<file path="src/rtl/recepcion_if.sv">
// Consumer-side bundle of the recepcion UART receiver: received byte, status pulses and read strobe.
// Carries par_err only when RECEPCION_PARITY_EN is defined.
interface recepcion_if;
  logic       rd;
  logic [7:0] dout;
  logic       avail;
  logic       done;
  logic       busy;
  logic       frame_err;
  logic       overrun;
`ifdef RECEPCION_PARITY_EN
  logic       par_err;

  modport master (input rd, output dout, avail, done, busy, frame_err, overrun, par_err);
  modport slave  (output rd, input dout, avail, done, busy, frame_err, overrun, par_err);
`else
  modport master (input rd, output dout, avail, done, busy, frame_err, overrun);
  modport slave  (output rd, input dout, avail, done, busy, frame_err, overrun);
`endif
endinterface

</file>
<file path="src/rtl/recepcion.sv">
// UART receiver (8N1, LSB first) with mid-bit sampling and avail/rd handshake.
// Define RECEPCION_PARITY_EN to build the 8E1 variant with a PARITY state and par_err.
module recepcion #(
  parameter int CLKS_PER_BIT = 5208
) (
  input  logic         clk_in,
  input  logic         reset,
  input  logic         rx,
  recepcion_if.master  bus
);

  localparam int CW = $clog2(CLKS_PER_BIT) + 1;
  localparam logic [CW-1:0] HALF_END = CW'(CLKS_PER_BIT / 2 - 1);
  localparam logic [CW-1:0] BIT_END  = CW'(CLKS_PER_BIT - 1);

  typedef enum logic [2:0] {
    IDLE,
    START,
    DATA,
`ifdef RECEPCION_PARITY_EN
    PARITY,
`endif
    STOP,
    BREAK
  } state_t;

  state_t          state_reg, state_next;
  logic [CW-1:0]   cnt_reg, cnt_next;
  logic [2:0]      idx_reg, idx_next;
  logic [7:0]      shift_reg, shift_next;
  logic            sync_reg, rx_s, rx_q;
  logic [2:0]      fill_reg;
  logic [7:0]      dout_reg;
  logic            avail_reg, done_reg, ferr_reg, overrun_reg;
  logic            good, ferr;
  logic            start_edge;
`ifdef RECEPCION_PARITY_EN
  logic            par_reg, par_next;
  logic            perr, perr_reg;
`endif

  // fill_reg keeps the reset value of the synchroniser from looking like a falling edge
  assign start_edge = fill_reg[2] && rx_q && !rx_s;

  always_comb begin
    state_next = state_reg;
    cnt_next   = cnt_reg;
    idx_next   = idx_reg;
    shift_next = shift_reg;
    good       = 1'b0;
    ferr       = 1'b0;
`ifdef RECEPCION_PARITY_EN
    par_next   = par_reg;
    perr       = 1'b0;
`endif
    case (state_reg)
      IDLE: begin
        cnt_next = '0;
        if (start_edge) state_next = START;
      end
      START: begin
        if (cnt_reg == HALF_END) begin
          cnt_next = '0;
          idx_next = '0;
          state_next = rx_s ? IDLE : DATA;
        end else begin
          cnt_next = cnt_reg + CW'(1);
        end
      end
      DATA: begin
        if (cnt_reg == BIT_END) begin
          cnt_next   = '0;
          shift_next = {rx_s, shift_reg[7:1]};
          idx_next   = idx_reg + 3'd1;
          if (idx_reg == 3'd7) begin
`ifdef RECEPCION_PARITY_EN
            state_next = PARITY;
`else
            state_next = STOP;
`endif
          end
        end else begin
          cnt_next = cnt_reg + CW'(1);
        end
      end
`ifdef RECEPCION_PARITY_EN
      PARITY: begin
        if (cnt_reg == BIT_END) begin
          cnt_next   = '0;
          par_next   = rx_s;
          state_next = STOP;
        end else begin
          cnt_next = cnt_reg + CW'(1);
        end
      end
`endif
      STOP: begin
        if (cnt_reg == BIT_END) begin
          cnt_next = '0;
          if (!rx_s) begin
            ferr       = 1'b1;
            state_next = BREAK;
          end else begin
            state_next = IDLE;
`ifdef RECEPCION_PARITY_EN
            // even parity: data bits XOR parity bit must be zero
            if ((^shift_reg) != par_reg) perr = 1'b1;
            else                         good = 1'b1;
`else
            good = 1'b1;
`endif
          end
        end else begin
          cnt_next = cnt_reg + CW'(1);
        end
      end
      BREAK: begin
        cnt_next = '0;
        if (rx_s) state_next = IDLE;
      end
      default: state_next = IDLE;
    endcase
  end

  always_ff @(posedge clk_in) begin
    if (!reset) begin
      sync_reg    <= 1'b1;
      rx_s        <= 1'b1;
      rx_q        <= 1'b1;
      fill_reg    <= '0;
      state_reg   <= IDLE;
      cnt_reg     <= '0;
      idx_reg     <= '0;
      shift_reg   <= '0;
      dout_reg    <= '0;
      avail_reg   <= 1'b0;
      done_reg    <= 1'b0;
      ferr_reg    <= 1'b0;
      overrun_reg <= 1'b0;
`ifdef RECEPCION_PARITY_EN
      par_reg     <= 1'b0;
      perr_reg    <= 1'b0;
`endif
    end else begin
      sync_reg  <= rx;
      rx_s      <= sync_reg;
      rx_q      <= rx_s;
      fill_reg  <= {fill_reg[1:0], 1'b1};
      state_reg <= state_next;
      cnt_reg   <= cnt_next;
      idx_reg   <= idx_next;
      shift_reg <= shift_next;
      done_reg  <= good;
      ferr_reg  <= ferr;
`ifdef RECEPCION_PARITY_EN
      par_reg   <= par_next;
      perr_reg  <= perr;
`endif
      if (good) dout_reg <= shift_reg;

      if (good)        avail_reg <= 1'b1;
      else if (bus.rd) avail_reg <= 1'b0;

      // a read in the completion cycle consumes the old byte, so no overrun
      if (good && avail_reg && !bus.rd) overrun_reg <= 1'b1;
      else if (bus.rd)                  overrun_reg <= 1'b0;
    end
  end

  assign bus.dout      = dout_reg;
  assign bus.avail     = avail_reg;
  assign bus.done      = done_reg;
  assign bus.busy      = (state_reg != IDLE);
  assign bus.frame_err = ferr_reg;
  assign bus.overrun   = overrun_reg;
`ifdef RECEPCION_PARITY_EN
  assign bus.par_err   = perr_reg;
`endif

endmodule

</file>
<file path="src/flat_wrapper.sv">
// flat-port wrapper written by rule: the top's interface ports become plain ports
module recepcion_flat 
#(
  parameter int CLKS_PER_BIT = 5208
)
  (clk_in, reset, rx, bus_rd, bus_dout, bus_avail, bus_done, bus_busy, bus_frame_err, bus_overrun);
  recepcion_if bus_i ();
  input  logic clk_in;
  input  logic reset;
  input  logic rx;
  input wire logic [$bits(bus_i.rd)-1:0] bus_rd;
  output wire logic [$bits(bus_i.dout)-1:0] bus_dout;
  output wire logic [$bits(bus_i.avail)-1:0] bus_avail;
  output wire logic [$bits(bus_i.done)-1:0] bus_done;
  output wire logic [$bits(bus_i.busy)-1:0] bus_busy;
  output wire logic [$bits(bus_i.frame_err)-1:0] bus_frame_err;
  output wire logic [$bits(bus_i.overrun)-1:0] bus_overrun;
  assign bus_i.rd = bus_rd;
  assign bus_dout = bus_i.dout;
  assign bus_avail = bus_i.avail;
  assign bus_done = bus_i.done;
  assign bus_busy = bus_i.busy;
  assign bus_frame_err = bus_i.frame_err;
  assign bus_overrun = bus_i.overrun;
  recepcion #(.CLKS_PER_BIT(CLKS_PER_BIT)) u_core (.clk_in(clk_in), .reset(reset), .rx(rx), .bus(bus_i));
endmodule
</file>
<file path="config.mk">
export PLATFORM = sky130hd
export DESIGN_NAME = recepcion_flat
export DESIGN_NICKNAME = d
export VERILOG_FILES = /design/src/rtl/recepcion_if.sv /design/src/rtl/recepcion.sv /design/src/flat_wrapper.sv
export SDC_FILE = /design/constraint.sdc
export NUM_CORES = 1
export LEC_CHECK = 0
export CAP_MARGIN = 15
export CORE_MARGIN = 8
export CORE_UTILIZATION = 51
export DETAILED_ROUTE_END_ITERATION = 16
export HOLD_SLACK_MARGIN = 0.05
export PLACE_DENSITY = 0.74
export SLEW_MARGIN = 5
export SYNTH_ARGS = -nofsm -noshare
export SYNTH_HDL_FRONTEND = slang
export SYNTH_SLANG_ARGS = --single-unit
export TNS_END_PERCENT = 1
</file>
<file path="constraint.sdc">
create_clock -name clk_in -period 2.3 [get_ports clk_in]
set_clock_uncertainty 0.1 [all_clocks]
set_input_delay 0.46 -clock clk_in [delete_from_list [all_inputs] [get_ports clk_in]]
set_output_delay 0.46 -clock clk_in [all_outputs]
set_load 0.03 [all_outputs]
</file>
Word level (Yosys, flattened, before mapping). Index checks and enable logic that the tools add are counted.

Flip-flop bits (word level): 46. Bits of input ports: 4. Output and inout port bits: 13. Word-level logic and storage cells: 70.

Add/subtract/negate cells: 2. Equal/unequal tests: 13. Muxes and demuxes: 23. Reduce and logical (&&, ||, !) cells: 18.

Operators with widths (count): $pmux W14 S3 (1); $mux W14 (2); $mux W3 (9); $pmux W3 S5 (1); $add A14 B1 Y14 const B (1); $eq A14 B12 Y1 const B (1); $eq A14 B13 Y1 const B (1); $ne A2 B1 Y1 const B (6); $mux W1 (8); $eq A3 B2 Y1 const B (2); $eq A3 B3 Y1 const B (2); $pmux W3 S2 (1); $reduce_and A3 Y1 (2); $reduce_and A6 Y1 (1); $reduce_bool A2 Y1 (3); $reduce_bool A3 Y1 (2); $logic_and A1 B1 Y1 (4); $reduce_or A2 Y1 (2); $add A3 B1 Y3 const B (1); $eq A3 B1 Y1 const B (1); $logic_not A3 Y1 (1); $logic_not A1 Y1 (2); $mux W2 (1); $reduce_and A2 Y1 (1).

Longest topological paths before layout.
Depth after elaboration: 6. Gate-level depth with buffers: 7. Depth with buffers taken out: 7.

Worst setup path after synthesis. No wires, ideal clock.

Path type: register to register. Start: register u_core.cnt_reg[0]. End: register u_core.state_reg[2]. Library setup time: 0.072 ns. Arrival time: 1.985 ns. Required time: 2.128 ns. Slack: 0.144 ns. Stages on the path, launching flop included: 7. Buffers on the path: 0. Period minus slack after synthesis: 2.156 ns. Cell sequence: dfxtp_1 -> ha_1 -> or4b_4 -> nor4_4 -> o22ai_2 -> a21oi_2 -> mux2i_1.

Cells in the longest elaborated chain, start to end: 3. Elaborated cells on any way between the ends: 6. Classes of those cells: 5 x eq/ne; 1 x reduce/logical.

Ends and longest elaborated chain: from (decl) (line recepcion.sv:28) `logic [CW-1:0] cnt_reg, cnt_next;`; from (signal assigned) (line recepcion.sv:150) `cnt_reg <= cnt_next;`; $eq A14 B13 Y1 / $eq A14 B12 Y1 (equally long branches) (line recepcion.sv:71, recepcion.sv:98, recepcion.sv:62); $ne A2 B1 Y1 (no line); $reduce_and A6 Y1 (no line) (*); to (signal assigned) (line recepcion.sv:149) `state_reg <= state_next;`; to (decl) (line recepcion.sv:27) `state_t state_reg, state_next;`.

Mark *: on every way between the ends. The rest lies on a longest branch, timed or not. A chain may end at the register's enable or synchronous reset.

Worst setup path in the final report.
Start: register u_core.cnt_reg[0]. End: register u_core.shift_reg[6].

Cells in the longest elaborated chain, start to end: 2.

Ends and longest elaborated chain: $eq A14 B13 Y1 (line recepcion.sv:71) `if (cnt_reg == BIT_END) begin`; $reduce_and A2 Y1 (no line); to (signal assigned) (line recepcion.sv:152) `shift_reg <= shift_next;`; to (decl) (line recepcion.sv:30) `logic [7:0] shift_reg, shift_next;`.

No other way between the ends.

==> metrics <==
ANT cells 0; post-synth design cell area 0.00205 mm²; vias in the first global route 1455; maximum clock path buffer count 2; maximum vdd drop 0.000514 V; Critical Path Start Type flip-flop; final net count 260; setup total negative slack 0 ns; critical path required time 2.40 ns; number of distinct library cells after synthesis 42; unrepaired setup endpoints after global routing no; drt first pass iters 4; final number of hold-violating endpoints 0; source-to-sink clock delay at the later pin of the worst-skew pair 0.31 ns; overall die area 0.00629 mm²; clock root buffer sky130_fd_sc_hd__clkbuf_8; overflow left after global routing 0; status complete, no violations; worst min-delay path category flip-flop to flip-flop; FP Rows 23; number of clock buffers inserted by TritonCTS 5; Period Utilization, post-route 0.929; antenna violations before repair 0; clock transition at the registers of the reported paths 0.09 ns; most area-hungry cell type in the Yosys netlist sky130_fd_sc_hd__dfxtp_1; dpl hpwl 2710 µm; layout-stage area growth over the synthesis result 21.0%; Vias/cell 5.36; total of max-cap violations 0; number of vias in the routed layout 1624; Iteration-0 DRC Markers 109; Leak 0.911 nW; final RePlAce weighted congestion 0.909; max frequency 0.468 GHz; Die Span Y 79.3 µm; detailed-route wire length 3910 µm; min Tclk post-route 2.14 ns; data arrival time of the worst path 2.23 ns; sequential element share of the synthesized area 0.450; largest net degree at the start of global routing 43; Crit. End Element flip-flop; highest net fanout along the worst path 13; pin slew with the least headroom to its limit 0.536 ns; flop-to-flop setup slack 0.16 ns; count of state elements after synthesis 46; Max Slew Vio Count 0; PD cells 640 mW/mm²; clk sinks 46; I/O pin count 17; portion of synthesized cell area occupied by the leading cell type 0.450; count of unresolved DRC violations after routing 0; GRT Util Overall 0.134; global-route wire length before repair 6780 µm; Avg Inst Size Synth 8.93 µm²; category of the critical setup timing path flip-flop to flip-flop; count of final setup violators 0; Syn Nets 237; number of warnings printed during yosys synthesis 0; synthesized netlist cell count 229; overall power 1.58 mW; Max H-tree Level 2; worst-case headroom to the max-slew limit 0.640; ratio of cells with drive above 1 in the final layout 0.130; Antenna Violating Nets Remaining 0; I/O Buffers 16; area of the core region 0.00394 mm²; ranking of synthesized cells by area sky130_fd_sc_hd__dfxtp_1 45%, sky130_fd_sc_hd__nand2_1 7.5%, sky130_fd_sc_hd__nand3_1 4.2%, sky130_fd_sc_hd__a21boi_0 4.0%, sky130_fd_sc_hd__nor2_1 3.5%; layout filler cell count 332; Die Wd 79.3 µm; max FFs per register 14; starting density of the core 0.519; clock tree from TritonCTS yes; post-detailed-route wirelength per cell 12.9 µm
==> worst max-delay path: stages, from the launching register on <==
cell and delay, ns:
sky130_fd_sc_hd__dfxtp_1 0.34, sky130_fd_sc_hd__ha_1 0.16, sky130_fd_sc_hd__or4b_4 0.50, sky130_fd_sc_hd__nor4_4 0.31, sky130_fd_sc_hd__buf_6 0.22, sky130_fd_sc_hd__nand2_1 0.19
sky130_fd_sc_hd__nand2_1 0.12, sky130_fd_sc_hd__a21boi_0 0.09
==> worst paths after layout <==
check / from / cells after the start / end
setup reg to reg: u_core.cnt_reg[0] / 7 / u_core.shift_reg[6]
hold / removal: u_core.sync_reg / 1 / u_core.rx_s
setup / recovery: u_core.cnt_reg[0] / 7 / u_core.shift_reg[6]
hold reg to reg: u_core.sync_reg / 1 / u_core.rx_s
==> cell usage in the layout, fill, tap and decap left out, types with 2 or more instances in the layout <==
cell type                         instances
sky130_fd_sc_hd__buf_4                    9
sky130_fd_sc_hd__a21oi_1                  5
sky130_fd_sc_hd__clkbuf_8                 5
sky130_fd_sc_hd__xnor2_1                  5
sky130_fd_sc_hd__ha_1                     4
sky130_fd_sc_hd__clkdlybuf4s50_1         15
sky130_fd_sc_hd__and2_1                   2
sky130_fd_sc_hd__nor2b_1                  2
sky130_fd_sc_hd__a21boi_0                11
sky130_fd_sc_hd__and3_1                   8
sky130_fd_sc_hd__dfxtp_1                 45
sky130_fd_sc_hd__nand2_1                 41
sky130_fd_sc_hd__mux2i_1                  5
sky130_fd_sc_hd__nor4_4                   2
sky130_fd_sc_hd__nand3b_1                 3
sky130_fd_sc_hd__nand2b_1                 5
sky130_fd_sc_hd__inv_1                    3
sky130_fd_sc_hd__a21oi_4                  2
sky130_fd_sc_hd__a21boi_1                 8
sky130_fd_sc_hd__nor2_1                  18
sky130_fd_sc_hd__o21ai_0                  7
sky130_fd_sc_hd__xor2_1                   4
sky130_fd_sc_hd__nand3_1                 17
sky130_fd_sc_hd__or4b_4                   2
==> layout make-up <==
class / count / area (µm²) / area share
Inverter: 3 / 11.3 / 0.00455
Sequential cell: 46 / 922 / 0.372
Multi-Input combinational cell: 169 / 1110 / 0.447
Timing Repair Buffer: 27 / 262 / 0.106
Clock buffer: 5 / 68.8 / 0.0278
Tap cell: 50 / 62.6 / 0.0253
Clock inverter: 3 / 43.8 / 0.0177
==> cell families (layout without fill, tap and decap cells) <==
family,after synthesis,count (layout),synth area share
buffers and inverters,14,38,0.0281
adders and majority gates,4,4,0.0245
AOI/OAI and AO/OA,39,39,0.138
and+or+nand+nor,112,112,0.296
xor gates and xnor gates,9,9,0.0385
DFF,46,46,0.450
muxes,5,5,0.0245
==> synthesized netlist by cell type <==
master                      instances
sky130_fd_sc_hd__or4b_4             1
sky130_fd_sc_hd__clkbuf_1           9
sky130_fd_sc_hd__and4_1             1
sky130_fd_sc_hd__or4bb_1            1
sky130_fd_sc_hd__nand3b_1           3
sky130_fd_sc_hd__nand2_1           41
sky130_fd_sc_hd__nand2b_1           5
sky130_fd_sc_hd__a21oi_2            2
sky130_fd_sc_hd__xor2_1             4
sky130_fd_sc_hd__nor3b_1            1
sky130_fd_sc_hd__nor2_1            19
sky130_fd_sc_hd__nor2b_1            2
sky130_fd_sc_hd__buf_2              1
sky130_fd_sc_hd__nand4bb_1          1
sky130_fd_sc_hd__nor4b_1            1
sky130_fd_sc_hd__buf_4              1
sky130_fd_sc_hd__nor4_1             1
sky130_fd_sc_hd__o21ai_4            1
sky130_fd_sc_hd__o21ai_0            7
sky130_fd_sc_hd__nor3b_2            1
sky130_fd_sc_hd__ha_1               4
sky130_fd_sc_hd__nand4_2            1
sky130_fd_sc_hd__a21boi_1           8
sky130_fd_sc_hd__and2_1             2
sky130_fd_sc_hd__a21boi_0          11
sky130_fd_sc_hd__o211a_1            1
sky130_fd_sc_hd__or4b_2             1
sky130_fd_sc_hd__mux2i_1            5
sky130_fd_sc_hd__xnor2_1            5
sky130_fd_sc_hd__o21a_1             1
sky130_fd_sc_hd__o22ai_2            1
sky130_fd_sc_hd__a21oi_1            5
sky130_fd_sc_hd__nand3_1           17
sky130_fd_sc_hd__inv_1              3
sky130_fd_sc_hd__or3_1              1
sky130_fd_sc_hd__and3_1             8
sky130_fd_sc_hd__or3b_2             1
sky130_fd_sc_hd__a41oi_1            1
sky130_fd_sc_hd__nand4_1            1
sky130_fd_sc_hd__dfxtp_1           46
sky130_fd_sc_hd__o21bai_1           1
sky130_fd_sc_hd__nor4_4             2
==> through the flow <==
stage / instances / utilization / hold WS (ns) / setup WS (ns) / cell area [µm²]
2_1_floorplan: 229 / - / 0.286 / 0.144 / 2050
3_3_place_gp: 293 / 0.584 / 0.307 / 0.0394 / 2300
3_5_place_dp: 293 / 0.584 / 0.299 / 0.0501 / 2300
4_1_cts: 301 / 0.613 / 0.324 / 0.0128 / 2410
5_1_grt: 303 / 0.628 / 0.362 / 0.0397 / 2480
6_report: 303 / 0.628 / 0.320 / 0.162 / 2480
==> where the power goes <==
part           internal, mW  switching (mW)
Combinational        0.0713          0.0906
Sequential            0.807         0.00583
Clock                 0.326           0.284
==> per-layer routing <==
| layer | wire, µm | GRT usage | part of all wire | vias up |
|---|---|---|---|---|
| met2 | 1640 | 0.193 | 0.42 | 31 |
| met1 | 1990 | 0.177 | 0.51 | 753 |
| met5 | 0 | 0 | 0 | - |
| met3 | 200 | 0.0451 | 0.051 | 5 |
| met4 | 74 | 0.0611 | 0.019 | 0 |
| li1 | - | - | - | 835 |
==> repair_timing <==
action	in CTS	in global routing
endpoints found under the setup margin	0	28
setup buffers	0	2
resized for setup	0	10
hold buffers	0	0
hold endpoints to repair	0	0
Note: power is estimated with default switching activity, not from simulation.
